===== src/rtl/apb_pkg.sv =====
// ============================================================================
// apb_pkg : shared state encoding and selector helper for the APB manager
// Rev 1.0 : initial release
// ============================================================================
`default_nettype none

package apb_pkg;

   typedef enum logic [1:0] {
      IDLE   = 2'd0,
      SETUP  = 2'd1,
      ACCESS = 2'd2,
      DECERR = 2'd3
   } apb_mgr_state_t;

   // One bit of a one-hot selector vector: set when pos matches the index.
   function automatic logic onehot_sel(input int unsigned idx, input int unsigned pos);
      return idx == pos;
   endfunction

endpackage

`default_nettype wire


===== src/rtl/apb_sel_decode.sv =====
// ============================================================================
// apb_sel_decode : peripheral index -> {valid, one-hot PSEL vector}
// Rev 1.0 : initial release
// ============================================================================
`default_nettype none

module apb_sel_decode
   import apb_pkg::*;
#(
   parameter int PrphNum = 1,
   parameter int IdxW    = 1
) (
   input  logic [IdxW-1:0]    idx_i,
   output logic               valid_o,
   output logic [PrphNum-1:0] sel_o
);

   always_comb begin
      sel_o   = '0;
      valid_o = 32'(idx_i) < PrphNum;
      for (int i = 0; i < PrphNum; i++) begin
         sel_o[i] = valid_o && onehot_sel(32'(idx_i), i);
      end
   end

endmodule

`default_nettype wire


===== src/rtl/apb_manager.sv =====
// ============================================================================
// apb_manager : GenericBus request -> APB SETUP/ACCESS sequence, with decode
//               error and ACCESS timeout handling. All outputs registered.
// Rev 1.0 : initial release
// ============================================================================
`default_nettype none

module apb_manager
   import apb_pkg::*;
#(
   parameter int DataWidth  = 32,
   parameter int AddrWidth  = 32,
   parameter int ProtWidth  = 4,
   parameter int PrphNum    = 1,
   parameter int SelLsb     = 8,
   parameter int TimeoutCyc = 16
) (
   input  logic                   clk,
   input  logic                   nReset,
   input  logic                   sub_wEn,
   input  logic                   sub_rEn,
   input  logic [AddrWidth-1:0]   sub_addr,
   input  logic [DataWidth-1:0]   sub_wData,
   input  logic [DataWidth/8-1:0] sub_wStrb,
   input  logic [ProtWidth-1:0]   sub_prot,
   output logic [DataWidth-1:0]   sub_rData,
   output logic                   sub_error,
   output logic                   sub_busy,
   output logic                   bus_write,
   output logic                   bus_enable,
   output logic [AddrWidth-1:0]   bus_addr,
   output logic [DataWidth-1:0]   bus_wData,
   output logic [DataWidth/8-1:0] bus_strb,
   output logic [ProtWidth-1:0]   bus_prot,
   output logic [PrphNum-1:0]     bus_selectors,
   input  logic [DataWidth-1:0]   bus_rData,
   input  logic                   bus_subError,
   input  logic                   bus_ready
);

   localparam int IDX_W = (PrphNum > 1) ? $clog2(PrphNum) : 1;
   localparam int CNT_W = (TimeoutCyc > 0) ? $clog2(TimeoutCyc + 1) : 1;
   localparam logic [CNT_W-1:0] CNT_LAST = CNT_W'((TimeoutCyc > 0) ? TimeoutCyc - 1 : 0);

   apb_mgr_state_t         state_q, state_d;
   logic [PrphNum-1:0]     sel_q, sel_d;
   logic                   en_q, en_d;
   logic                   wr_q, wr_d;
   logic [AddrWidth-1:0]   addr_q, addr_d;
   logic [DataWidth-1:0]   wdata_q, wdata_d;
   logic [DataWidth/8-1:0] strb_q, strb_d;
   logic [ProtWidth-1:0]   prot_q, prot_d;
   logic                   busy_q, busy_d;
   logic                   err_q, err_d;
   logic [DataWidth-1:0]   rdata_q, rdata_d;
   logic [CNT_W-1:0]       cnt_q, cnt_d;

   logic                   dec_valid;
   logic [PrphNum-1:0]     dec_sel;

   apb_sel_decode #(
      .PrphNum (PrphNum),
      .IdxW    (IDX_W)
   ) u_sel_decode (
      .idx_i   (sub_addr[SelLsb +: IDX_W]),
      .valid_o (dec_valid),
      .sel_o   (dec_sel)
   );

   always_ff @(posedge clk or negedge nReset) begin
      if (!nReset) begin
         state_q <= IDLE;
         sel_q   <= '0;
         en_q    <= 1'b0;
         wr_q    <= 1'b0;
         addr_q  <= '0;
         wdata_q <= '0;
         strb_q  <= '0;
         prot_q  <= '0;
         busy_q  <= 1'b0;
         err_q   <= 1'b0;
         rdata_q <= '0;
         cnt_q   <= '0;
      end else begin
         state_q <= state_d;
         sel_q   <= sel_d;
         en_q    <= en_d;
         wr_q    <= wr_d;
         addr_q  <= addr_d;
         wdata_q <= wdata_d;
         strb_q  <= strb_d;
         prot_q  <= prot_d;
         busy_q  <= busy_d;
         err_q   <= err_d;
         rdata_q <= rdata_d;
         cnt_q   <= cnt_d;
      end
   end

   always_comb begin
      state_d = state_q;
      sel_d   = sel_q;
      en_d    = en_q;
      wr_d    = wr_q;
      addr_d  = addr_q;
      wdata_d = wdata_q;
      strb_d  = strb_q;
      prot_d  = prot_q;
      busy_d  = busy_q;
      err_d   = err_q;
      rdata_d = rdata_q;
      cnt_d   = cnt_q;
      case (state_q)
         IDLE: begin
            if (sub_wEn || sub_rEn) begin
               busy_d = 1'b1;
               // Out-of-range index never touches the bus; bus fields keep their old values.
               if (dec_valid) begin
                  state_d = SETUP;
                  sel_d   = dec_sel;
                  en_d    = 1'b0;
                  wr_d    = sub_wEn;
                  addr_d  = sub_addr;
                  wdata_d = sub_wData;
                  strb_d  = sub_wEn ? sub_wStrb : '0;
                  prot_d  = sub_prot;
               end else begin
                  state_d = DECERR;
               end
            end
         end
         SETUP: begin
            en_d    = 1'b1;
            cnt_d   = '0;
            state_d = ACCESS;
         end
         ACCESS: begin
            if (bus_ready) begin
               sel_d   = '0;
               en_d    = 1'b0;
               busy_d  = 1'b0;
               err_d   = bus_subError;
               if (!wr_q) rdata_d = bus_rData;
               state_d = IDLE;
            end else if ((TimeoutCyc != 0) && (cnt_q == CNT_LAST)) begin
               sel_d   = '0;
               en_d    = 1'b0;
               busy_d  = 1'b0;
               err_d   = 1'b1;
               rdata_d = '0;
               state_d = IDLE;
            end else begin
               cnt_d = cnt_q + 1'b1;
            end
         end
         DECERR: begin
            busy_d  = 1'b0;
            err_d   = 1'b1;
            rdata_d = '0;
            state_d = IDLE;
         end
         default: state_d = IDLE;
      endcase
   end

   assign sub_rData     = rdata_q;
   assign sub_error     = err_q;
   assign sub_busy      = busy_q;
   assign bus_write     = wr_q;
   assign bus_enable    = en_q;
   assign bus_addr      = addr_q;
   assign bus_wData     = wdata_q;
   assign bus_strb      = strb_q;
   assign bus_prot      = prot_q;
   assign bus_selectors = sel_q;

endmodule

`default_nettype wire

===== config.mk =====
export PLATFORM = sky130hd
export DESIGN_NAME = apb_manager
export DESIGN_NICKNAME = d
export VERILOG_FILES = /design/src/rtl/apb_pkg.sv /design/src/rtl/apb_sel_decode.sv /design/src/rtl/apb_manager.sv
export SDC_FILE = /design/constraint.sdc
export NUM_CORES = 1
export LEC_CHECK = 0
export ABC_AREA = 1
export CORE_ASPECT_RATIO = 0.75
export CORE_MARGIN = 8
export CORE_UTILIZATION = 45
export DETAILED_ROUTE_END_ITERATION = 10
export HOLD_SLACK_MARGIN = 0.1
export PLACE_DENSITY = 0.86
export SLEW_MARGIN = 25
export SYNTH_ARGS = -nofsm -noshare
export SYNTH_HDL_FRONTEND = slang
export SYNTH_SLANG_ARGS = --single-unit

===== constraint.sdc =====
create_clock -name clk -period 4.3 [get_ports clk]
set_input_delay 0.86 -clock clk [delete_from_list [all_inputs] [get_ports clk]]
set_output_delay 0.86 -clock clk [all_outputs]
set_load 0.02 [all_outputs]

==> impl_results.md <==
- Remaining DRCs: 0
- Synth cell types: 20
- Commonest cells after routing, fill and taps aside: nand2_1 (300), clkdlybuf4s50_1 (217), dfrtp_1 (116), inv_1 (43), nor2_1 (43)
- Chip height: between 100 and 150 um
- CTS Buf Count: 17
- Dpl cells: approximately 900
- Maximum VDD drop: 0.000477 V
- P&R area growth vs syn: 59.7%
- TritonRoute pass-1 iters: 5
- Final min period: 2.36 ns
- Pre-CTS WS: 1.55 ns
- H-tree depth: 4
- # IOs: approximately 220
- CTS clk-pin slew, worst paths: 0.05 ns
- Die footprint: 0.0143 mm^2
- # setup viols final: 0
- Via count: 4558
- Pin count of the biggest net entering global routing: 90
- Fin cells: approximately 950
- Max Slew Vio Count: 0
- Worst Hold Class: flip-flop to flip-flop
- Gr ovfl total: 0
- Total Power: 0.00602 W
- Max_cap viols: 0
- TNS Setup: 0 ns
- Antenna violations before repair: 0
- Placed wire-length estimate: between 10000 and 15000 um
- Row cnt: 32
- Die W: around 140 um
- Gpl congestion: 0.843
- Actual slew at the worst max-slew pin: 0.882 ns
- CTS tree: done
- Most common library cell in the layout ignoring fill and taps: nand2_1
- Clk_skew: 0.0103 ns
- Post-route core utilization: 0.743
- Crit path kind: input port to flip-flop
- Seq cells post-synth: 116
- Final Cycle Share: 0.548
- Total GRT Usage: 0.210
- Final ANT Viol Nets: 0
- Final hold violation count: 0
- Vias/cell: between 4 and 5
- YS warnings: 0
- RSZ-0062 raised after global routing: false
- Crit path max fanout: 67
- Avg Cell Area, Syn: 8.21 um^2
- Clock latency on the worst-skew pair: ~0.4 ns
- Share of post-route cells with drive strength above 1: 0.0504
- Initial core utilization: 0.465
- Gate Count Post-Synth: a little under 600
- Synthesized cell area: ~0.0048 mm^2
- Mapped Nets: 699
- Hold buffers post-CTS: 0
- Pwr/cell area: about 800 mW/mm^2
- CTS root buffer: clkbuf_16
- LEAKAGE: 3.92 nW
- Worst Setup End Kind: flip-flop
- Slew HR: 0.412
- Drt wl/cell: 15.9 um
- Required @ worst endpoint: 4.57 ns
- Buffers on Ports: 218
- Vias in the first global route: 4812
- Worst setup margin: 1.94 ns
- TritonCTS Sinks: 116
- Routed WL: 15100 um
- First-pass GRT wire length: between 20000 and 25000 um
- Setup bufs post-CTS: 0
- # nets final: 913
- N_diodes: 0
- Status: completed
- CP arrival: 2.63 ns
- Post-cts repair resize count: 0
- F_max: 0.424 GHz
- Seq/Total Area, Yosys: 0.602
- CP startpoint kind: input port
- Core Region: ~0.010 mm^2
- First DRT Iteration DRCs: 298
- CTS Buffer Depth: 2
[final timing paths]
check / slack [ns] / from / depth (start not counted) / endpoint
worst max-delay path: 1.94 / sub_wEn / 7 / bus_addr[24]
worst min-delay path: 0.47 / sub_rData[22] / 2 / sub_rData[22]
worst max register to register: 2.28 / cnt_q[0] / 9 / sub_rData[12]
worst min register to register: 0.47 / sub_rData[22] / 2 / sub_rData[22]
max in group asynchronous: 2.89 / nReset / 2 / sub_rData[12]
min in group asynchronous: 0.54 / nReset / 1 / state_q[0]
[where the power goes]
group / total, W / internal, W / switching, W
logic: 0.00263 / 0.00115 / 0.00148
clock network: 0.00151 / 0.00104 / 0.000472
registers: 0.00188 / 0.00158 / 0.000298
[critical path: stages]
cell,delay (ns)
clkdlybuf4s50_1,0.45
inv_2,0.08
nand2_1,0.05
nand3b_1,0.13
clkinv_2,0.66
nand2_1,0.31
nand2_1,0.07
[state kept, by name, summed over array words and instances (netlist names), 2 cells and up]
name,flops
bus_prot,4
state_q,2
bus_wData,32
bus_strb,4
cnt_q,5
bus_addr,32
sub_rData,32
[layout make-up]
cell class              instances  area [um^2]
clock buffers                  21          450
clock inverters                10          180
fillers                       759         2670
inverters                      46          174
multi-input cells             398         1610
flip-flops and latches        116         2900
well taps                     136          170
repair buffers                222         2210
[per-layer routing]
layer,up-vias,track usage,wire length [um]
li1,2194,-,-
met1,2144,0.229,5790
met2,191,0.364,7550
met3,29,0.0773,1400
met4,0,0.0798,376
met5,-,0,0
[synth_stat cells]
master,count,area share
buf_4,7,0.011
inv_2,3,0.0023
o21ai_4,1,0.0034
nand3_2,1,0.0021
ha_1,2,0.0052
nand3b_1,1,0.0016
xnor2_1,1,0.0018
o21ai_0,6,0.0062
nand3_1,35,0.036
dfrtp_1,116,0.60
o21bai_1,1,0.0016
buf_2,11,0.011
inv_1,43,0.033
clkbuf_1,9,0.0070
and3_1,1,0.0013
nand2_1,302,0.24
a21oi_1,2,0.0021
nor2_1,43,0.033
nor2_2,1,0.0013
o22ai_1,1,0.0013
[stage by stage]
stage          hold slack (ns)  cell area, um^2
2_1_floorplan            0.453             4820
3_3_place_gp             0.453             7060
3_5_place_dp             0.457             7060
4_1_cts                  0.470             7690
5_1_grt                  0.494             7700
6_report                 0.472             7700
[cell families after synthesis]
kind of cell / after synthesis / synth area share
buffers and inverters: 73 / 0.0651
flip-flops: 116 / 0.602
AO/OA/AOI/OAI: 11 / 0.0145
AND/OR/NAND/NOR: 384 / 0.311
adder cells (fa/ha/maj): 2 / 0.00519
XOR/XNOR: 1 / 0.00182
(Power assumes the default switching activity.)
